`src/rtl/decoder_sync.sv`:
```
// Debounced, registered KEY_W-to-2**KEY_W one-hot decoder with enable.
// A raw key code must hold steady for STABLE_CYCLES samples before it is
// committed; each commit raises a one-cycle valid strobe. In level mode opt
// holds the last committed one-hot code; in pulse mode opt is driven only
// in the commit cycle.
module decoder_sync #(
    parameter int KEY_W         = 2,
    parameter int STABLE_CYCLES = 4,
    parameter bit PULSE_MODE    = 1'b0
) (
    input  logic                  clk,
    input  logic                  rst,
    input  logic                  En,
    input  logic [KEY_W-1:0]      key,
    output logic [2**KEY_W-1:0]   opt,
    output logic                  valid,
    output logic [KEY_W-1:0]      code
);

    localparam int OUT_W = 2**KEY_W;
    localparam int CW    = $clog2(STABLE_CYCLES + 1);
    localparam logic [CW-1:0] CNT_MAX = CW'(STABLE_CYCLES - 1);

    typedef enum logic [1:0] {
        ST_OFF    = 2'd0,
        ST_SETTLE = 2'd1,
        ST_HOLD   = 2'd2
    } state_t;

    // Decode a key code into a single set bit; never produces multi-hot.
    function automatic logic [OUT_W-1:0] onehot(input logic [KEY_W-1:0] k);
        logic [OUT_W-1:0] f;
        f    = {OUT_W{1'b0}};
        f[k] = 1'b1;
        return f;
    endfunction

    state_t            state_r, state_nxt;
    logic [KEY_W-1:0]  key_q_r;
    logic [CW-1:0]     cnt_r;
    logic [OUT_W-1:0]  opt_r, opt_nxt;
    logic              valid_r, valid_nxt;
    logic [KEY_W-1:0]  code_r, code_nxt;
    logic              committed_r, committed_nxt;
    logic              stable_s;

    // The sample matches the previous one and has done so long enough.
    assign stable_s = (key == key_q_r) && (cnt_r == CNT_MAX);

    // Sampler: tracks the previous key and counts consecutive equal samples.
    // It runs regardless of FSM state so a steady key is already qualified
    // when the decoder is enabled.
    always_ff @(posedge clk) begin
        if (rst) begin
            key_q_r <= {KEY_W{1'b0}};
            cnt_r   <= {CW{1'b0}};
        end else begin
            key_q_r <= key;
            if (key != key_q_r) begin
                cnt_r <= {CW{1'b0}};
            end else if (cnt_r == CNT_MAX) begin
                cnt_r <= cnt_r;
            end else begin
                cnt_r <= cnt_r + CW'(1);
            end
        end
    end

    // FSM state and output registers.
    always_ff @(posedge clk) begin
        if (rst) begin
            state_r     <= ST_OFF;
            opt_r       <= {OUT_W{1'b0}};
            valid_r     <= 1'b0;
            code_r      <= {KEY_W{1'b0}};
            committed_r <= 1'b0;
        end else begin
            state_r     <= state_nxt;
            opt_r       <= opt_nxt;
            valid_r     <= valid_nxt;
            code_r      <= code_nxt;
            committed_r <= committed_nxt;
        end
    end

    // Next-state and next-output logic. A commit is suppressed only when the
    // stable key equals a code already committed since the last enable, so
    // re-enabling always recommits.
    always_comb begin
        state_nxt     = state_r;
        valid_nxt     = 1'b0;
        code_nxt      = code_r;
        committed_nxt = committed_r;
        if (PULSE_MODE) begin
            opt_nxt = {OUT_W{1'b0}};
        end else begin
            opt_nxt = opt_r;
        end

        if (!En) begin
            state_nxt     = ST_OFF;
            opt_nxt       = {OUT_W{1'b0}};
            committed_nxt = 1'b0;
        end else begin
            case (state_r)
                ST_OFF: begin
                    state_nxt     = ST_SETTLE;
                    opt_nxt       = {OUT_W{1'b0}};
                    committed_nxt = 1'b0;
                end
                ST_SETTLE: begin
                    if (stable_s) begin
                        state_nxt = ST_HOLD;
                        if (!committed_r || (key_q_r != code_r)) begin
                            code_nxt      = key_q_r;
                            opt_nxt       = onehot(key_q_r);
                            valid_nxt     = 1'b1;
                            committed_nxt = 1'b1;
                        end else begin
                            valid_nxt = 1'b0;
                        end
                    end else begin
                        state_nxt = ST_SETTLE;
                    end
                end
                ST_HOLD: begin
                    if (key != code_r) begin
                        state_nxt = ST_SETTLE;
                    end else begin
                        state_nxt = ST_HOLD;
                    end
                end
                default: begin
                    state_nxt     = ST_OFF;
                    opt_nxt       = {OUT_W{1'b0}};
                    committed_nxt = 1'b0;
                end
            endcase
        end
    end

    assign opt   = opt_r;
    assign valid = valid_r;
    assign code  = code_r;

endmodule

```
`config.mk`:
```
export PLATFORM = sky130hd
export DESIGN_NAME = decoder_sync
export DESIGN_NICKNAME = d
export VERILOG_FILES = /design/src/rtl/decoder_sync.sv
export SDC_FILE = /design/constraint.sdc
export NUM_CORES = 1
export LEC_CHECK = 0
export CELL_PAD_IN_SITES_DETAIL_PLACEMENT = 0
export CELL_PAD_IN_SITES_GLOBAL_PLACEMENT = 2
export CORE_MARGIN = 4
export CORE_UTILIZATION = 34
export CTS_BUF_LIST = sky130_fd_sc_hd__clkbuf_4 sky130_fd_sc_hd__clkbuf_8
export CTS_CLUSTER_DIAMETER = 80
export CTS_CLUSTER_SIZE = 40
export DETAILED_ROUTE_END_ITERATION = 10
export PLACE_DENSITY_LB_ADDON = 0.1
export SETUP_SLACK_MARGIN = 0.4
export SLEW_MARGIN = 20
export SYNTH_ARGS = -nofsm -noshare
export SYNTH_HDL_FRONTEND = slang
export SYNTH_SLANG_ARGS = --single-unit
```
`constraint.sdc`:
```
create_clock -name clk -period 1.75 [get_ports clk]
set_input_delay 0.35 -clock clk [delete_from_list [all_inputs] [get_ports clk]]
set_output_delay 0.35 -clock clk [all_outputs]
set_load 0.05 [all_outputs]
```
# Word level (Yosys, flattened, before mapping)
# Cells that the tools add are included.
# totals
regBits,15
input_bits,5
output_inout_bits,7
# classes
n_addsub,1
n_lt_le_gt_ge,2
n_eq_ne,9
muxes,12
bitwise_logic,4
reduce_logical,10
# op_table
op,count
two-way mux 4 bit,2
one-hot mux 4 bit (2 select lines),1
!= test 2 bit,3
one-hot mux 2 bit (3 select lines),1
two-way mux 1 bit,4
two-way mux 2 bit,2
!= test 2 bit (second input constant),2
NOT 1 bit,4
AND reduction 4 bit,1
OR reduction 2 bit,2
OR reduction 4 bit,1
adder 3 x 1 -> 3 bit (second input constant),1
== test 3 x 2 -> 1 bit (second input constant),1
less-than comparator 2 x 3 -> 1 bit (second input constant),1
AND reduction 3 bit,1
demux 1 bit (select 2 bit),1
== test 2 x 1 -> 1 bit (second input constant),1
== test 2 bit,1
== test 2 bit (second input constant),1
greater-or-equal comparator 2 x 1 -> 1 bit (second input constant),1
logical AND 1 bit,2
zero test 2 bit,1
one-hot mux 1 bit (2 select lines),1
zero test 1 bit,1
logical OR 1 bit,1

# Logic depth before layout (Yosys ltp)
# depth
depth_word,7
depth_mapped,6
ltp_nobuf,5

# Least setup slack after synthesis
# Ideal clock, no wire load.
# synth_timing
path_kind,register to register
start,reg code_r[0] (netlist: code[0])
end,reg code_r[0] (netlist: code[0])
setup_time_ps,70
arrival_time_ps,1679
slack_ps,1
path_stages_with_launch,6
n_path_buf,1
path_cell_list,dfxtp_1 -> xnor2_1 -> and3_1 -> clkbuf_2 -> or4_1 -> a21oi_1
# synth_between
elab_chain_len,3
# synth_rtl
element,line,text
"start, declared",43,"logic [KEY_W-1:0] code_r, code_nxt;"
"start signal, assigned",75,code_r <= {KEY_W{1'b0}};
"start signal, assigned",81,code_r <= code_nxt;
!= test 2 bit,114,if (!committed_r || (key_q_r != code_r)) begin
logical OR 1 bit,114,
AND reduction 4 bit (no source line),--,
# Every way passes these cells.
# A chain may end at the register's enable or synchronous reset.

# Worst setup path in the final report
# layout_timing
start,reg cnt_r[1]
end,reg opt_r[2] (netlist: opt[2])
# layout_between
elab_chain_len,4
# layout_rtl
element,line,text
"start, declared",40,logic [CW-1:0] cnt_r;
"start signal, assigned",56,cnt_r <= {CW{1'b0}};
"start signal, assigned",60,cnt_r <= {CW{1'b0}};
"start signal, assigned",62,cnt_r <= cnt_r;
== test 3 x 2 -> 1 bit,48,assign stable_s = (key == key_q_r) && (cnt_r == CNT_MAX);
logical AND 1 bit,48,
!= test 2 bit (no source line),--,
AND reduction 3 bit (no source line),--,
"end signal, assigned",73,opt_r <= {OUT_W{1'b0}};
"end signal, assigned",79,opt_r <= opt_nxt;
"end, declared",41,"logic [OUT_W-1:0] opt_r, opt_nxt;"
# Every way passes these cells.

==> flow_summary.yaml <==
status:
  status: "complete, no violations"
setup_path:
  crit_buf_inv: 0
  crit_path_end_kind: "flop"
  startpoint_type: "flop"
  crit_type: "flop to flop"
  cp_common_cell: "ha_4"
  critPathMaxFanout: 5
  ff2ff_setup_slack_ns: 0.21
  r2r_cells: 5
  arrival_ns: 1.75
  max_stage_delay_ns: 0.43
  r2r-start: "cnt_r[1]"
  slowest_stage: "or4b_1"
  crit_family: "simple AND/OR/NAND/NOR gates"
  required_ns: 1.96
  reg2reg_to: "opt[2]"
  cp_cell_sequence: "ha_4, ha_4, or4b_1, o32a_1, o31ai_1"
place:
  placed_cell_area_um2: 1070
  place.gp.congestion: 0.721
  dp_hpwl_um: 1410
  port_buffers: 11
cts:
  cts_root_buf: "clkbuf_4"
  ctsHoldBuffers: 0
  cts.sinks: 15
  htree_levels: 1
  cts_tree: "done"
  cts_buffers: 3
  clock_path_buffers: 2
  worstSkewPairLatency_ns: 0.29
  clkTransAtPathRegs_ns: 0.10
grt:
  grt_pass1_wl_um: 3240
  grt_overflow: 0
  grtUsageTotal_pct: 12.8
  grt_pass1_vias: 690
  antenna_found_initial: 0
  grt_max_degree: 19
power:
  p_seq_share_pct: 52.6
  power_frac_comb_pct: 13.7
  ir_drop_v: 0.000285
  p_clk_share_pct: 33.8
  switching_share_pct: 25.8
  power_switching_mw: 0.173
  intPower_mw: 0.497
  power.leakage_nw: 0.477
  power_density_nw_per_um2: 541
  power_mw: 0.671
die:
  std_cell_rows: 17
  start_util_pct: 36.5
  ioPinCount: 12
  die_w_um: 57.2
  die_h_um: 57.2
  die-area_um2: 3270
  core-area_um2: 2250
drt:
  dr.first_iter.drc_count: 13
  drtPass1Iterations: 4
  post_drt_wl_per_cell_um: 13.6
  ant_nets: 0
  drc: 0
  totalWireLength_um: 1990
  vias: 739
  vias_per_cell: 5.06
worst_hold_path:
  hold_depth: 2
  whs_endpoint: "opt[2]"
  hold_start: "opt[2]"
  hp-class: "flop to flop"
timing:
  period_minus_slack_ns: 1.54
  fin_crit_sh_pct: 87.9
  fin_skew_ns: 0.00264
  worst_hold_slack_ns: 0.511
  slew_violations: 0
  setup_violations: 0
  max_freq_mhz: 650
  slew-limit-headroom_pct: 78.6
  hold_viol_final: 0
  tightest_slew_ns: 0.319
  rsz0062_at_grt: "yes"
  tns_ns: 0
layout:
  drive_gt1_share_pct: 47.5
  finish.instance_area_um2: 1240
  nNetsFinal: 126
  layout_common_cells: "buf_4 (23), dfxtp_1 (8), nor2_1 (5), buf_6 (5)"
  n_antenna_cell: 0
  layout_commonest_cell: "buf_4"
  area_growth_syn_to_layout_pct: 50.8
logic_synthesis:
  synth_nets: 95
  synth_area_leaders: "dfxtp_1 (37%), xnor2_1 (5.3%), mux2i_1 (3.7%), nor3b_1 (3.7%), nand4bb_4 (3.3%)"
  synth_cell_types: 37
  netlist_instances: 88
  ys_ff_latch: 15
  synth_area_um2: 822
  synthArstFlopShare_pct: 0
  ys.flop_type: "dfxtp_1"
  synth_edf_count: 0
  synth-seq-area-share_pct: 36.5
  synth.avg_cell_area_um2: 9.34
  synth_top_area_cell: "dfxtp_1"
  yosys_warnings: 0
  yosys.area.top_type_share_pct: 36.5
flow_run:
  drv_cap: 0
==> routing by layer <==
layer | vias to the layer above | global-route usage [%] | routed length, um
li1 | 373 | - | -
met1 | 354 | 18.1 | 1020
met2 | 10 | 18.4 | 884
met3 | 2 | 2.71 | 63
met4 | 0 | 5.96 | 12
met5 | - | 0 | 0
==> repair_timing <==
item                                   in CTS  in global routing
gates resized for setup                    13                 13
pin swaps                                   7                  5
cloned                                      0                  0
endpoints found under the hold margin       0                  0
setup endpoints to repair                   9                  9
setup buffers                               4                  4
==> cell families after synthesis <==
logic type	Yosys count	synth area share, %
flip-flops	15	36.5
adder cells (fa/ha/maj)	2	3.04
buffers and inverters	10	6.39
AO/OA/AOI/OAI	12	8.83
multiplexers	3	3.65
XOR/XNOR	8	9.44
AND/OR/NAND/NOR	38	32.1
==> tightest hold or removal path: cells and delay by family, from the launching register on <==
kind / cells / cell delay [ns]
AOI/OAI and AO/OA: 1 / 0.07
and+or+nand+nor: 1 / 0.08
DFF: 1 / 0.32
==> synthesized netlist by cell type (2+ instances only) <==
master,n
ha_1,2
mux2i_1,3
dfxtp_1,15
or4_1,2
nor2b_1,2
o21ai_0,2
nand3_1,3
nor3_1,4
nand3b_1,2
nand2b_1,2
nand2_1,2
xnor2_1,5
a21oi_1,5
xor2_1,2
nor2_1,5
clkbuf_2,2
nand4b_1,3
nor3b_1,4
inv_1,4
o31ai_1,2
==> through the flow <==
step           worst slack [ns]  instances  utilization [%]
2_1_floorplan             0.183         88                -
3_3_place_gp             -0.149        134             47.3
5_1_grt                   0.142        146             55.0
4_1_cts                   0.198        142             51.0
6_report                  0.211        146             55.0
3_5_place_dp             -0.166        134             47.3
==> registers in the layout, summed over array words and instances, names as in the netlist <==
name         flops
valid            1
state_r          2
code             2
opt              4
committed_r      1
key_q_r          2
cnt_r            3
==> power by group through the flow <==
stage,logic [mW],registers (mW),clock network [mW]
2_1_floorplan,0.0500,0.357,0
5_1_grt,0.0998,0.354,0.251
6_report,0.0916,0.353,0.226
3_5_place_dp,0.0819,0.361,0
3_3_place_gp,0.0813,0.361,0
4_1_cts,0.0887,0.352,0.228
==> how the worst max path moves through the flow <==
stage	start	endpoint	slack, ns	cells past startpoint
after floorplan	cnt_r[1]	opt[2]	0.18	6
after global routing	cnt_r[1]	opt[2]	0.14	5
after detailed placement	rst	opt[2]	-0.17	5
after CTS	cnt_r[1]	opt[2]	0.20	5
final	cnt_r[1]	opt[2]	0.21	5
after global placement	En	opt[2]	-0.15	5
==> cell type report <==
| type | instances | area (um2) |
|---|---|---|
| fillers | 219 | 1010 |
| multi-input cells | 63 | 579 |
| flip-flops and latches | 15 | 317 |
| repair buffers | 32 | 264 |
| well taps | 28 | 35.0 |
| clock buffers | 4 | 30.0 |
| inverters | 4 | 15.0 |
(Power assumes the default switching activity.)
